`src/rtl/fixpt_pkg.sv`:
```
`default_nettype none
// ============================================================================
//  Module   : fixpt_pkg
//  Brief    : Q1.20 fixed-point constants and saturation helper shared by the
//             Integrator and the differentiator.
//  Revision : 1.0  initial release
// ============================================================================
package fixpt_pkg;

    localparam int DATA_W = 22;
    localparam int FRAC_W = 20;

    localparam logic [DATA_W-1:0] SAT_MAX = 22'h1FFFFF;
    localparam logic [DATA_W-1:0] SAT_MIN = 22'h200000;

    typedef struct packed {
        logic              sat;
        logic [DATA_W-1:0] data;
    } sat_res_t;

    // One guard bit is enough: the two top bits disagree exactly on overflow.
    function automatic sat_res_t saturate(input logic signed [DATA_W:0] d);
        sat_res_t r;
        if (d[DATA_W] != d[DATA_W-1]) begin
            r.sat  = 1'b1;
            r.data = d[DATA_W] ? SAT_MIN : SAT_MAX;
        end else begin
            r.sat  = 1'b0;
            r.data = d[DATA_W-1:0];
        end
        return r;
    endfunction

endpackage
`default_nettype wire

```
`src/rtl/differentiator_if.sv`:
```
`default_nettype none
// ============================================================================
//  Module   : differentiator_if
//  Brief    : Sample stream in, saturated difference stream and flags out.
//  Revision : 1.0  initial release
// ============================================================================
interface differentiator_if #(
    parameter int DATA_W = fixpt_pkg::DATA_W
);
    logic              in_valid;
    logic [DATA_W-1:0] in_data;
    logic              out_valid;
    logic [DATA_W-1:0] out_data;
    logic              sat;
    logic              ovf;

    modport master (
        output in_valid, in_data,
        input  out_valid, out_data, sat, ovf
    );

    modport slave (
        input  in_valid, in_data,
        output out_valid, out_data, sat, ovf
    );
endinterface
`default_nettype wire

```
`src/rtl/diff_delay_line.sv`:
```
`default_nettype none
// ============================================================================
//  Module   : diff_delay_line
//  Brief    : DELAY-entry circular history; dout_old is the sample M pushes ago.
//  Revision : 1.0  initial release
// ============================================================================
module diff_delay_line
    import fixpt_pkg::*;
#(
    parameter int DATA_W = fixpt_pkg::DATA_W,
    parameter int DELAY  = 1
) (
    input  wire logic              clk,
    input  wire logic              reset,
    input  wire logic              clear,
    input  wire logic              push,
    input  wire logic [DATA_W-1:0] din,
    output logic      [DATA_W-1:0] dout_old
);

    localparam int AW = (DELAY > 1) ? $clog2(DELAY) : 1;
    localparam logic [AW-1:0] c_LAST = AW'(DELAY - 1);

    logic [DATA_W-1:0] r_buf [DELAY];
    logic [AW-1:0]     r_wp;

    // Combinational read of the entry about to be overwritten yields the old value.
    assign dout_old = r_buf[r_wp];

    always_ff @(posedge clk) begin
        if (reset || clear) begin
            for (int i = 0; i < DELAY; i++) begin
                r_buf[i] <= '0;
            end
            r_wp <= '0;
        end else if (push) begin
            r_buf[r_wp] <= din;
            r_wp        <= (r_wp == c_LAST) ? '0 : r_wp + 1'b1;
        end
    end

endmodule
`default_nettype wire

```
`src/rtl/differentiator.sv`:
```
`default_nettype none
// ============================================================================
//  Module   : differentiator
//  Brief    : y[n] = x[n] - x[n-M] on Q1.20 samples, saturated, 2-cycle latency.
//  Revision : 1.0  initial release
// ============================================================================
module differentiator
    import fixpt_pkg::*;
#(
    parameter int DATA_W = fixpt_pkg::DATA_W,
    parameter int DELAY  = 1
) (
    input  wire logic        clk,
    input  wire logic        reset,
    input  wire logic        clear,
    differentiator_if.slave  bus
);

    logic [DATA_W-1:0]     w_old;
    logic signed [DATA_W:0] r_d;
    logic                  r_d_valid;
    logic                  r_out_valid;
    logic [DATA_W-1:0]     r_out_data;
    logic                  r_sat;
    logic                  r_ovf;
    sat_res_t              w_sat;

    diff_delay_line #(
        .DATA_W (DATA_W),
        .DELAY  (DELAY)
    ) u_delay_line (
        .clk      (clk),
        .reset    (reset),
        .clear    (clear),
        .push     (bus.in_valid),
        .din      (bus.in_data),
        .dout_old (w_old)
    );

    assign w_sat = saturate(r_d);

    always_ff @(posedge clk) begin
        if (reset || clear) begin
            r_d_valid <= 1'b0;
            r_d       <= '0;
        end else begin
            r_d_valid <= bus.in_valid;
            if (bus.in_valid) begin
                r_d <= $signed({bus.in_data[DATA_W-1], bus.in_data})
                     - $signed({w_old[DATA_W-1], w_old});
            end
        end
    end

    // ovf rises together with the first saturated output it reports.
    always_ff @(posedge clk) begin
        if (reset) begin
            r_out_valid <= 1'b0;
            r_out_data  <= '0;
            r_sat       <= 1'b0;
            r_ovf       <= 1'b0;
        end else if (clear) begin
            r_out_valid <= 1'b0;
            r_sat       <= 1'b0;
        end else begin
            r_out_valid <= r_d_valid;
            r_sat       <= r_d_valid & w_sat.sat;
            r_ovf       <= r_ovf | (r_d_valid & w_sat.sat);
            if (r_d_valid) begin
                r_out_data <= w_sat.data;
            end
        end
    end

    assign bus.out_valid = r_out_valid;
    assign bus.out_data  = r_out_data;
    assign bus.sat       = r_sat;
    assign bus.ovf       = r_ovf;

endmodule
`default_nettype wire

```
`src/flat_wrapper.sv`:
```
// flat-port wrapper written by rule: the top's interface ports become plain ports
module differentiator_flat import fixpt_pkg::*;
#(
    parameter int DATA_W = fixpt_pkg::DATA_W,
    parameter int DELAY  = 1
)
  (clk, reset, clear, bus_in_valid, bus_in_data, bus_out_valid, bus_out_data, bus_sat, bus_ovf);
  differentiator_if #(.DATA_W(DATA_W)) bus_i ();
  input  wire logic clk;
  input  wire logic reset;
  input  wire logic clear;
  input wire logic [$bits(bus_i.in_valid)-1:0] bus_in_valid;
  input wire logic [$bits(bus_i.in_data)-1:0] bus_in_data;
  output wire logic [$bits(bus_i.out_valid)-1:0] bus_out_valid;
  output wire logic [$bits(bus_i.out_data)-1:0] bus_out_data;
  output wire logic [$bits(bus_i.sat)-1:0] bus_sat;
  output wire logic [$bits(bus_i.ovf)-1:0] bus_ovf;
  assign bus_i.in_valid = bus_in_valid;
  assign bus_i.in_data = bus_in_data;
  assign bus_out_valid = bus_i.out_valid;
  assign bus_out_data = bus_i.out_data;
  assign bus_sat = bus_i.sat;
  assign bus_ovf = bus_i.ovf;
  differentiator #(.DATA_W(DATA_W), .DELAY(DELAY)) u_core (.clk(clk), .reset(reset), .clear(clear), .bus(bus_i));
endmodule
```
`config.mk`:
```
export PLATFORM = sky130hd
export DESIGN_NAME = differentiator_flat
export DESIGN_NICKNAME = d
export VERILOG_FILES = /design/src/rtl/fixpt_pkg.sv /design/src/rtl/differentiator_if.sv /design/src/rtl/diff_delay_line.sv /design/src/rtl/differentiator.sv /design/src/flat_wrapper.sv
export SDC_FILE = /design/constraint.sdc
export NUM_CORES = 1
export LEC_CHECK = 0
export BUFFER_PORTS_ARGS = -buffer_cell sky130_fd_sc_hd__buf_2
export CAP_MARGIN = 25
export CORE_MARGIN = 2
export CORE_UTILIZATION = 40
export DETAILED_ROUTE_END_ITERATION = 12
export PLACE_DENSITY = 0.65
export SLEW_MARGIN = 20
export SYNTH_ARGS = -nofsm -noshare
export SYNTH_HDL_FRONTEND = slang
export SYNTH_SLANG_ARGS = --single-unit
```
`constraint.sdc`:
```
create_clock -name clk -period 4.4 [get_ports clk]
set_clock_uncertainty 0.1 [all_clocks]
set_input_delay 0.66 -clock clk [delete_from_list [all_inputs] [get_ports clk]]
set_output_delay 0.66 -clock clk [all_outputs]
set_load 0.03 [all_outputs]
```
==> results of run 1 <==
==> worst max-delay path, cell delays in order <==
cell and delay (ps):
sky130_fd_sc_hd__buf_2 90, sky130_fd_sc_hd__inv_1 70, sky130_fd_sc_hd__ha_1 170, sky130_fd_sc_hd__inv_1 50, sky130_fd_sc_hd__fa_1 390, sky130_fd_sc_hd__a21o_2 220, sky130_fd_sc_hd__a221o_1 370, sky130_fd_sc_hd__a21oi_4 170
sky130_fd_sc_hd__nor2_1 60, sky130_fd_sc_hd__o31a_1 240, sky130_fd_sc_hd__or3_1 300, sky130_fd_sc_hd__a32o_1 240
==> final cells by class <==
type | count | area [sq um]
clock buffers | 10 | 149
clock inverters | 6 | 75.1
fillers | 880 | 4580
inverters | 29 | 109
multi-input cells | 292 | 1840
flip-flops and latches | 71 | 1640
well taps | 108 | 135
repair buffers | 53 | 273
==> registers in the layout (all words and copies together) (netlist names) <==
signal	flops
u_core.bus.ovf	1
u_core.u_delay_line.r_buf	22
u_core.r_d_valid	1
u_core.bus.sat	1
u_core.bus.out_data	22
u_core.r_d	23
u_core.bus.out_valid	1
==> layer usage <==
metal  GRT usage, %  vias to the layer above  share of wire, %
li1               -                     1548                 -
met1           22.8                     1411                49
met2           28.0                       58                47
met3           3.62                       11               3.4
met4           5.90                        0               1.6
met5              0                        -                 0
==> power by group through the flow <==
stage	Combinational (uW)	Clock (uW)	Sequential (uW)
global route	307	622	721
floorplan	194	0	738
detailed placement	272	0	733
CTS	274	596	718
global placement	269	0	732
finish	273	579	717
==> metrics by stage <==
| stage | std cells | hold WS [ps] |
|---|---|---|
| 6_report | 569 | 352 |
| 3_5_place_dp | 553 | 337 |
| 2_1_floorplan | 409 | 316 |
| 5_1_grt | 569 | 376 |
| 4_1_cts | 569 | 356 |
| 3_3_place_gp | 553 | 330 |
==> cells in the mapped netlist, drive strengths merged <==
cell and number:
a2111oi 1, a211oi 2, a21boi 1, a21o 4, a21oi 41, a221o 2, a22o 2, a22oi 2
a311oi 1, a31o 2, a31oi 1, a32o 3, and3 23, and4 1, buf 4, clkbuf 13
clkinv 1, dfxtp 49, edfxtp 22, fa 1, ha 24, inv 28, nand2 42, nand2b 17
nand3 16, nand4 4, nor2 22, nor2b 4, nor3 5, nor3b 1, nor4b 1, o2111a 2
o211ai 2, o21a 3, o21ai 38, o21bai 2, o22ai 1, o31a 1, o31ai 2, or3 3
or4 1, or4b 1, xnor2 7, xor2 6
==> worst max-delay path by stage <==
stage	end	slack [ps]	cells after the start
floorplan	u_core.r_d[18]	1370	11
global placement	u_core.r_d[18]	1170	12
detailed placement	u_core.r_d[18]	1140	12
CTS	u_core.r_d[18]	1510	12
global route	u_core.r_d[18]	1390	12
finish	u_core.r_d[18]	1510	12
==> cells by family after synthesis <==
logic type      Yosys count  synth area share (%)
flops                    71                  44.7
fa+ha+maj                25                  8.72
buf+inv                  46                  5.28
compound gates          113                  18.9
simple gates            141                  19.3
xor+xnor                 13                  3.10
==> results.md, run 1 <==
Power:
- The clock network accounts for 36.9% of the total power.
- Cell internal power was estimated by the tool at 1110 uW.
- In this run the static leakage power is 0.00187 uW.
- For this design the total switching power over the nets is 455 uW.
- Of the total power, the share spent switching nets is 29.0%.
- The power share of the sequential group is 45.7%.
- In this run the power density over the cells is 371 nW/um^2.
- Across the VDD grid, the largest voltage drop is 134 uV.
- The combinational group share of total power is 17.4%.
- The design draws 1570 uW.

STA:
- The hold violation count in the final report was 0.
- The total negative slack for setup checks is 0 ps.
- The slew at the pin with the worst max-slew slack is 907 ps.
- The relative max-transition margin is 39.5%.
- The final critical-path setup slack is 1510 ps.
- Setup violations remaining at the end of the flow were counted as 0.
- The share of the clock period used by the worst path is 65.8%.
- Setup repair after global routing left no endpoint under its margin.
- The number of max-slew violations in the final report is 0.
- The time the worst path needs with I/O delays and setup is 2890 ps.
- The maximum clock frequency is 345 MHz.

Clock tree:
- The post-CTS repair timing setup buffer count is 0.
- Counting the buffers created by CTS gives 9.
- The number of clock sinks is 71.
- The clock passes through at most 2 buffers.
- Once the clock tree was built, the resizer swapped 0 gates to a different size.
- TritonCTS built the clock tree.
- The number of H-tree branching levels is 3.
- For the worst-skew pair, the clock arrives at the later sink with an insertion delay of 360 ps.
- In this run, post-CTS hold repair placed 0 buffers.
- After clock tree synthesis, the clock-pin slew on the worst setup and hold paths is 80 ps.
- The root buffer cell is sky130_fd_sc_hd__clkbuf_8.

Layout:
- The final core area utilization is 48.0%.
- The top cell types in the final layout, fill and taps aside, are 50 x sky130_fd_sc_hd__buf_2, 49 x sky130_fd_sc_hd__dfxtp_1, 42 x sky130_fd_sc_hd__nand2_1.
- The number of nets in the layout is 507.
- The total non-filler cell area in the finished layout is 4230 sq um.
- The area growth from synthesis to layout is 15.0%.
- Leaving out fill and tap cells, the most frequent cell in the layout is sky130_fd_sc_hd__buf_2.
- Of the cells placed in the final design, the portion with a size suffix greater than 1 is 16.5%.
- The final antenna diode count is 0.

Die:
- The standard cell core area is 8810 sq um.
- The height of the die is 99.8 um.
- For this configuration, the core starts out at a cell density of 41.7%.
- The die area is 9970 sq um.
- In this run the count of I/O pins placed on the die edge is 51.
- After floorplanning, the core was divided into 34 placement rows.
- The width of the die is 99.8 um.

Flow run:
- The total of max-cap violations is 0.

Outcome:
- The flow ran to the end, and the final reports show no timing, DRC or antenna violations.

Critical path:
- The end of the worst register-to-register path is u_core.r_d[18].
- Of all nets on the critical path, the largest fanout is 3.
- For the worst flop-to-flop path, the logic depth is 10.
- The setup check on the worst reg-to-reg path leaves a slack of 1640 ps.
- The critical path startpoint is bus_in_data[0].
- The startpoint of the lowest-slack register-to-register path is u_core.u_delay_line.r_buf[0][0].
- The path type of the worst setup path is input pin to flip-flop.
- The category of the worst setup path launch point is an input pin.
- The endpoint type of the worst setup path is a flip-flop.
- The required time of the critical path is 4550 ps.
- The endpoint arrival time on the critical path is 3050 ps.

Route:
- In the routed design, unresolved DRC markers number 0.
- For this block, the initial DRC count from the detailed router was 159.
- The detailed-router iteration count before antenna repair is 4.
- The routed layout has 3028 vias.
- The routed design has 8160 um of wire.
- The residual antenna-violating net count after detailed routing is 0.
- After detailed routing, the average wire length per cell comes to 14.3 um.
- Dividing the detail-routed via count by the number of cells gives 5.32.

Logic synthesis:
- Yosys attributes the largest share of cell area to sky130_fd_sc_hd__dfxtp_1 27%, sky130_fd_sc_hd__edfxtp_1 18%, sky130_fd_sc_hd__ha_1 8.2%.
- The summed instance area of the synthesized netlist is 3670 sq um.
- The fraction of post-synthesis cell area in the top cell type by area is 26.7%.
- The synthesis-stage register bit count is 71.
- The synthesized netlist contains 51 unique library cells.
- A synthesized cell averages 8.98 sq um.
- Summed over all instances, the cell type with the most area after synthesis is sky130_fd_sc_hd__dfxtp_1.
- For this run, the register share of the synthesized area comes to 44.7%.
- After technology mapping, the gate count stands at 409.
- The number of synthesis warnings is 0.
- The post-synth net total is 460.

Place:
- The placed cell area is 4000 sq um.
- In this run the tool buffered the top-level ports with 50 buffer cells.
- Summed over all nets, the half-perimeter wirelength after detailed placement is 5990 um.
- The worst setup timing slack at the placement stage is 1140 ps.
- The final weighted congestion in routability-driven placement is 0.865.

Worst hold path:
- For hold timing, the worst endpoint is u_core.bus.out_data[8].
- Counting instances, the worst hold path has a depth of 2.
- In this run the most critical hold path is launched from u_core.bus.out_data[8].
- The class of the tightest hold or removal check is flip-flop to flip-flop.

GRT:
- The overall global routing resource usage is 17.2%.
- The global-route wire length before repair is 13700 um.
- The via count of the first global-routing pass is 2891.
- The initial antenna violation count was 0.
- The largest net degree at the start of global routing is 26.
- After global routing the overflow that remains totals 0.
Note: power is estimated with default switching activity, not from simulation.
==> inputs of run 2 (changes only) <==
PLACE_DENSITY = 0.67   (was 0.65)
clock period = 2.6 ns   (was 4.4 ns; I/O delays follow)
==> run 2 against run 1 <==
  * The flow now finishes with violations (setup timing)
  * Sequential power increased by 69%
  * Cell count increased by 4.2%
  * Die area unchanged
  * Via count increased by 0.33%
  * Hold slack got worse by 89 ps
  * Sequential share of layout area decreased by 2.0 points
==> results.md, run 2 (synthesized netlist as in run 1, its figures left out) <==
Die:
- The number of ports placed on the die boundary is 51 (unchanged).
- The standard cell core area is 8810 sq um (unchanged).
- The width of the die came to 99.8 um (unchanged).
- The effective utilization at floorplan is 41.7% (unchanged).
- The height of the die is 99.8 um (unchanged).
- The die area came to 9970 sq um (unchanged).
- The floorplan row count is 34 (unchanged).

STA:
- The number of setup violations in the final report was 1 (was 0).
- Timing would allow up to 373 MHz.
- The relative max-transition margin was 62.0% (was 39.5%).
- The share of the clock period used by the worst path is 103%.
- The worst slack on hold paths came to 263 ps (was 352 ps).
- The final critical-path setup slack is -82.4 ps (was 1510 ps).
- The slew at the pin with the worst max-slew slack is 566 ps (was 907 ps).
- The hold violation count in the final report was 0 (unchanged).
- Unrepaired setup endpoints after global routing: yes (was no).
- The number of max-slew violations in the final report is 0 (unchanged).
- The total negative slack for setup checks is -82.4 ps (was 0 ps).
- The time the worst path needs with I/O delays and setup is 2680 ps.

Critical path:
- The top cell family by delay on the critical path was compound AO/OA/AOI/OAI gates (unchanged).
- Critical path cell sequence: ha_2, inv_2, fa_2, a21o_2, a221o_1, a21oi_4, nor2_1, o31a_1, or3_1, a32o_1 (was buf_2, inv_1, ha_1, inv_1, fa_1, a21o_2, a221o_1, a21oi_4, nor2_1, o31a_1, or3_1, a32o_1).
- The category of the worst setup path launch point is a flip-flop (was input pin).
- The endpoint arrival time on the critical path is 2820 ps (was 3050 ps).
- The library cell contributing the largest single delay on the critical path is sky130_fd_sc_hd__a221o_1 (was sky130_fd_sc_hd__fa_1).
- The path type of the worst setup path is flip-flop to flip-flop (was input pin to flip-flop).
- The largest fanout of any net on the critical path is 2 (was 3).
- The required time of the critical path is 2740 ps (was 4550 ps).
- The startpoint of the lowest-slack register-to-register path is u_core.u_delay_line.r_buf[0][0] (unchanged).
- The number of cells on the worst reg-to-reg path is 10 (unchanged).
- The end of the worst register-to-register path is u_core.r_d[18] (unchanged).
- The setup slack of the worst register-to-register path was -80 ps (was 1640 ps).
- The critical path buffer and inverter count came to 1 (was 3).
- The biggest cell delay along the critical path was 380 ps (was 390 ps).
- The endpoint type of the worst setup path is a flip-flop (unchanged).

GRT:
- The overall global routing resource usage is 17.3% (was 17.2%).
- The largest net degree at the start of global routing came to 24 (was 26).
- The initial antenna violation count is 0 (unchanged).
- The global-route wire length before repair was 13900 um (was 13700 um).
- The via count of the first global-routing pass is 2880 (was 2891).
- The final global-route overflow total is 0 (unchanged).

Clock tree:
- The TritonCTS clock tree was built (unchanged).
- The number of clock sinks is 71 (unchanged).
- The number of buffers created by CTS was 9 (unchanged).
- The root buffer cell is sky130_fd_sc_hd__clkbuf_8 (unchanged).
- The number of H-tree branching levels is 3 (unchanged).
- The worst-skew pair later-pin latency was 350 ps (was 360 ps).
- The clock transition at the registers of the reported paths came to 90 ps (was 80 ps).
- The maximum clock path buffer count is 2 (unchanged).

Route:
- The detailed-router iteration count before antenna repair is 4 (unchanged).
- The routed via count divided by cell count is 5.12 (was 5.32).
- The total number of vias came to 3038 (was 3028).
- The number of design-rule violations left by the first detailed-router iteration was 75 (was 159).
- The routed length per instance is 13.8 um (was 14.3 um).
- The total length of routed wires was 8180 um (was 8160 um).
- The post-route DRC violation count came to 0 (unchanged).
- The residual antenna-violating net count after detailed routing is 0 (unchanged).

Layout:
- Highest-count cells in the layout ignoring fill and taps: 50 x sky130_fd_sc_hd__buf_2, 49 x sky130_fd_sc_hd__dfxtp_1, 41 x sky130_fd_sc_hd__nand2_1 (was 50 x sky130_fd_sc_hd__buf_2, 49 x sky130_fd_sc_hd__dfxtp_1, 42 x sky130_fd_sc_hd__nand2_1).
- The total non-filler cell area in the finished layout is 4460 sq um (was 4230 sq um).
- The area growth from synthesis to layout was 21.4% (was 15.0%).
- The layout cell share with drive strength beyond 1 was 22.3% (was 16.5%).
- The number of nets in the layout is 531 (was 507).
- The number of fill cells in the layout is 851 (was 880).
- The final antenna diode count is 0 (unchanged).
- The number of flip-flops under the largest register name is 23 (unchanged).
- The register bank with the most flops is u_core.r_d (unchanged).
- The most common library cell in the layout ignoring fill and taps is sky130_fd_sc_hd__buf_2 (unchanged).

Power:
- The maximum resistive drop on vdd is 326 uV (was 134 uV).
- The static leakage was 0.00201 uW (was 0.00187 uW).
- The total power density per cell area was 630 nW/um^2 (was 371 nW/um^2).

Worst hold path:
- The worst hold endpoint is u_core.u_delay_line.r_buf[0][6] (was u_core.bus.out_data[8]).
- The startpoint of the tightest hold check path is bus_in_data[6] (was u_core.bus.out_data[8]).
- The worst hold path stage count is 2 (unchanged).
- The class of the tightest hold or removal check is input pin to flip-flop (was flip-flop to flip-flop).

Flow run:
- The total of max-cap violations was 0 (unchanged).

Outcome:
- The checks that failed: setup timing.
- Status: finished with violations (was completed).

Place:
- The quantity of I/O buffers inserted on ports is 50 (unchanged).
- The post-detailed-placement half-perimeter wirelength is 6090 um (was 5990 um).
- The final weighted congestion in routability-driven placement came to 0.896 (was 0.865).
- The placed cell area is 4170 sq um (was 4000 sq um).
==> run 2: cell count changes in the layout (fill, tap and decap cells not counted), sizes merged <==
cell	previous run	this run
inv	30	31
clkinv	3	2
bufinv	1	2
buf	53	77
clkinvlp	1	0
==> run 2: worst register-to-register path: stages (launching register included) <==
cell                       delay, ps
sky130_fd_sc_hd__edfxtp_1        340
sky130_fd_sc_hd__ha_2            180
sky130_fd_sc_hd__inv_2            40
sky130_fd_sc_hd__fa_2            330
sky130_fd_sc_hd__a21o_2          210
sky130_fd_sc_hd__a221o_1         380
sky130_fd_sc_hd__a21oi_4         150
sky130_fd_sc_hd__nor2_1           60
sky130_fd_sc_hd__o31a_1          240
sky130_fd_sc_hd__or3_1           310
sky130_fd_sc_hd__a32o_1          240
==> run 2: how the worst max path moves through the flow <==
stage | cells after the start | slack (ps) | endpoint | from
after floorplan | 11 | -160 | u_core.r_d[18] | bus_in_data[0]
after global placement | 12 | -300 | u_core.r_d[18] | bus_in_data[0]
after detailed placement | 12 | -330 | u_core.r_d[18] | bus_in_data[0]
after CTS | 10 | -120 | u_core.r_d[18] | u_core.u_delay_line.r_buf[0][0]
after global routing | 10 | -160 | u_core.r_d[18] | u_core.u_delay_line.r_buf[0][0]
final | 10 | -80 | u_core.r_d[18] | u_core.u_delay_line.r_buf[0][0]
==> run 2: area by class of cell <==
cell class              count  area [sq um]  share of cell area (%)
clock buffers              10           149                    3.34
clock inverters             6          95.1                    2.13
inverters                  29           109                    2.44
multi-input cells         292          1880                    42.1
flip-flops and latches     71          1640                    36.8
well taps                 108           135                    3.03
repair buffers             77           453                    10.2
==> run 2: what timing repair did <==
item | 4_1_cts | 5_1_grt
endpoints found under the setup margin | 2 | 6
hold buffers | 0 | 0
setup buffers | 0 | 1
resized for setup | 1 | 10
pin swaps | 0 | 5
==> run 2: where the power goes <==
part | internal, uW | leakage [uW] | switching, uW
registers | 1190 | 0.000651 | 23.0
clock network | 611 | 0.000123 | 470
logic | 226 | 0.00123 | 290
total | 2030 | 0.00201 | 782
==> run 2: per-stage QoR <==
step                      total power [uW]  cells  utilization [%]  worst slack [ps]
after CTS                             2810    592             50.2              -117
after global placement                1730    576             47.4              -295
after detailed placement              1740    576             47.4              -327
after floorplan                       1580    409                -              -159
final                                 2810    593             50.7             -82.4
after global routing                  2920    593             50.7              -162
==> run 2: metal layers <==
layer  wire [um]  global-route usage [%]  up-vias
li1            -                       -     1592
met2        3710                    28.5       52
met3         222                    2.58       12
met4         148                    6.64        0
met5           0                       0        -
met1        4100                    23.0     1382
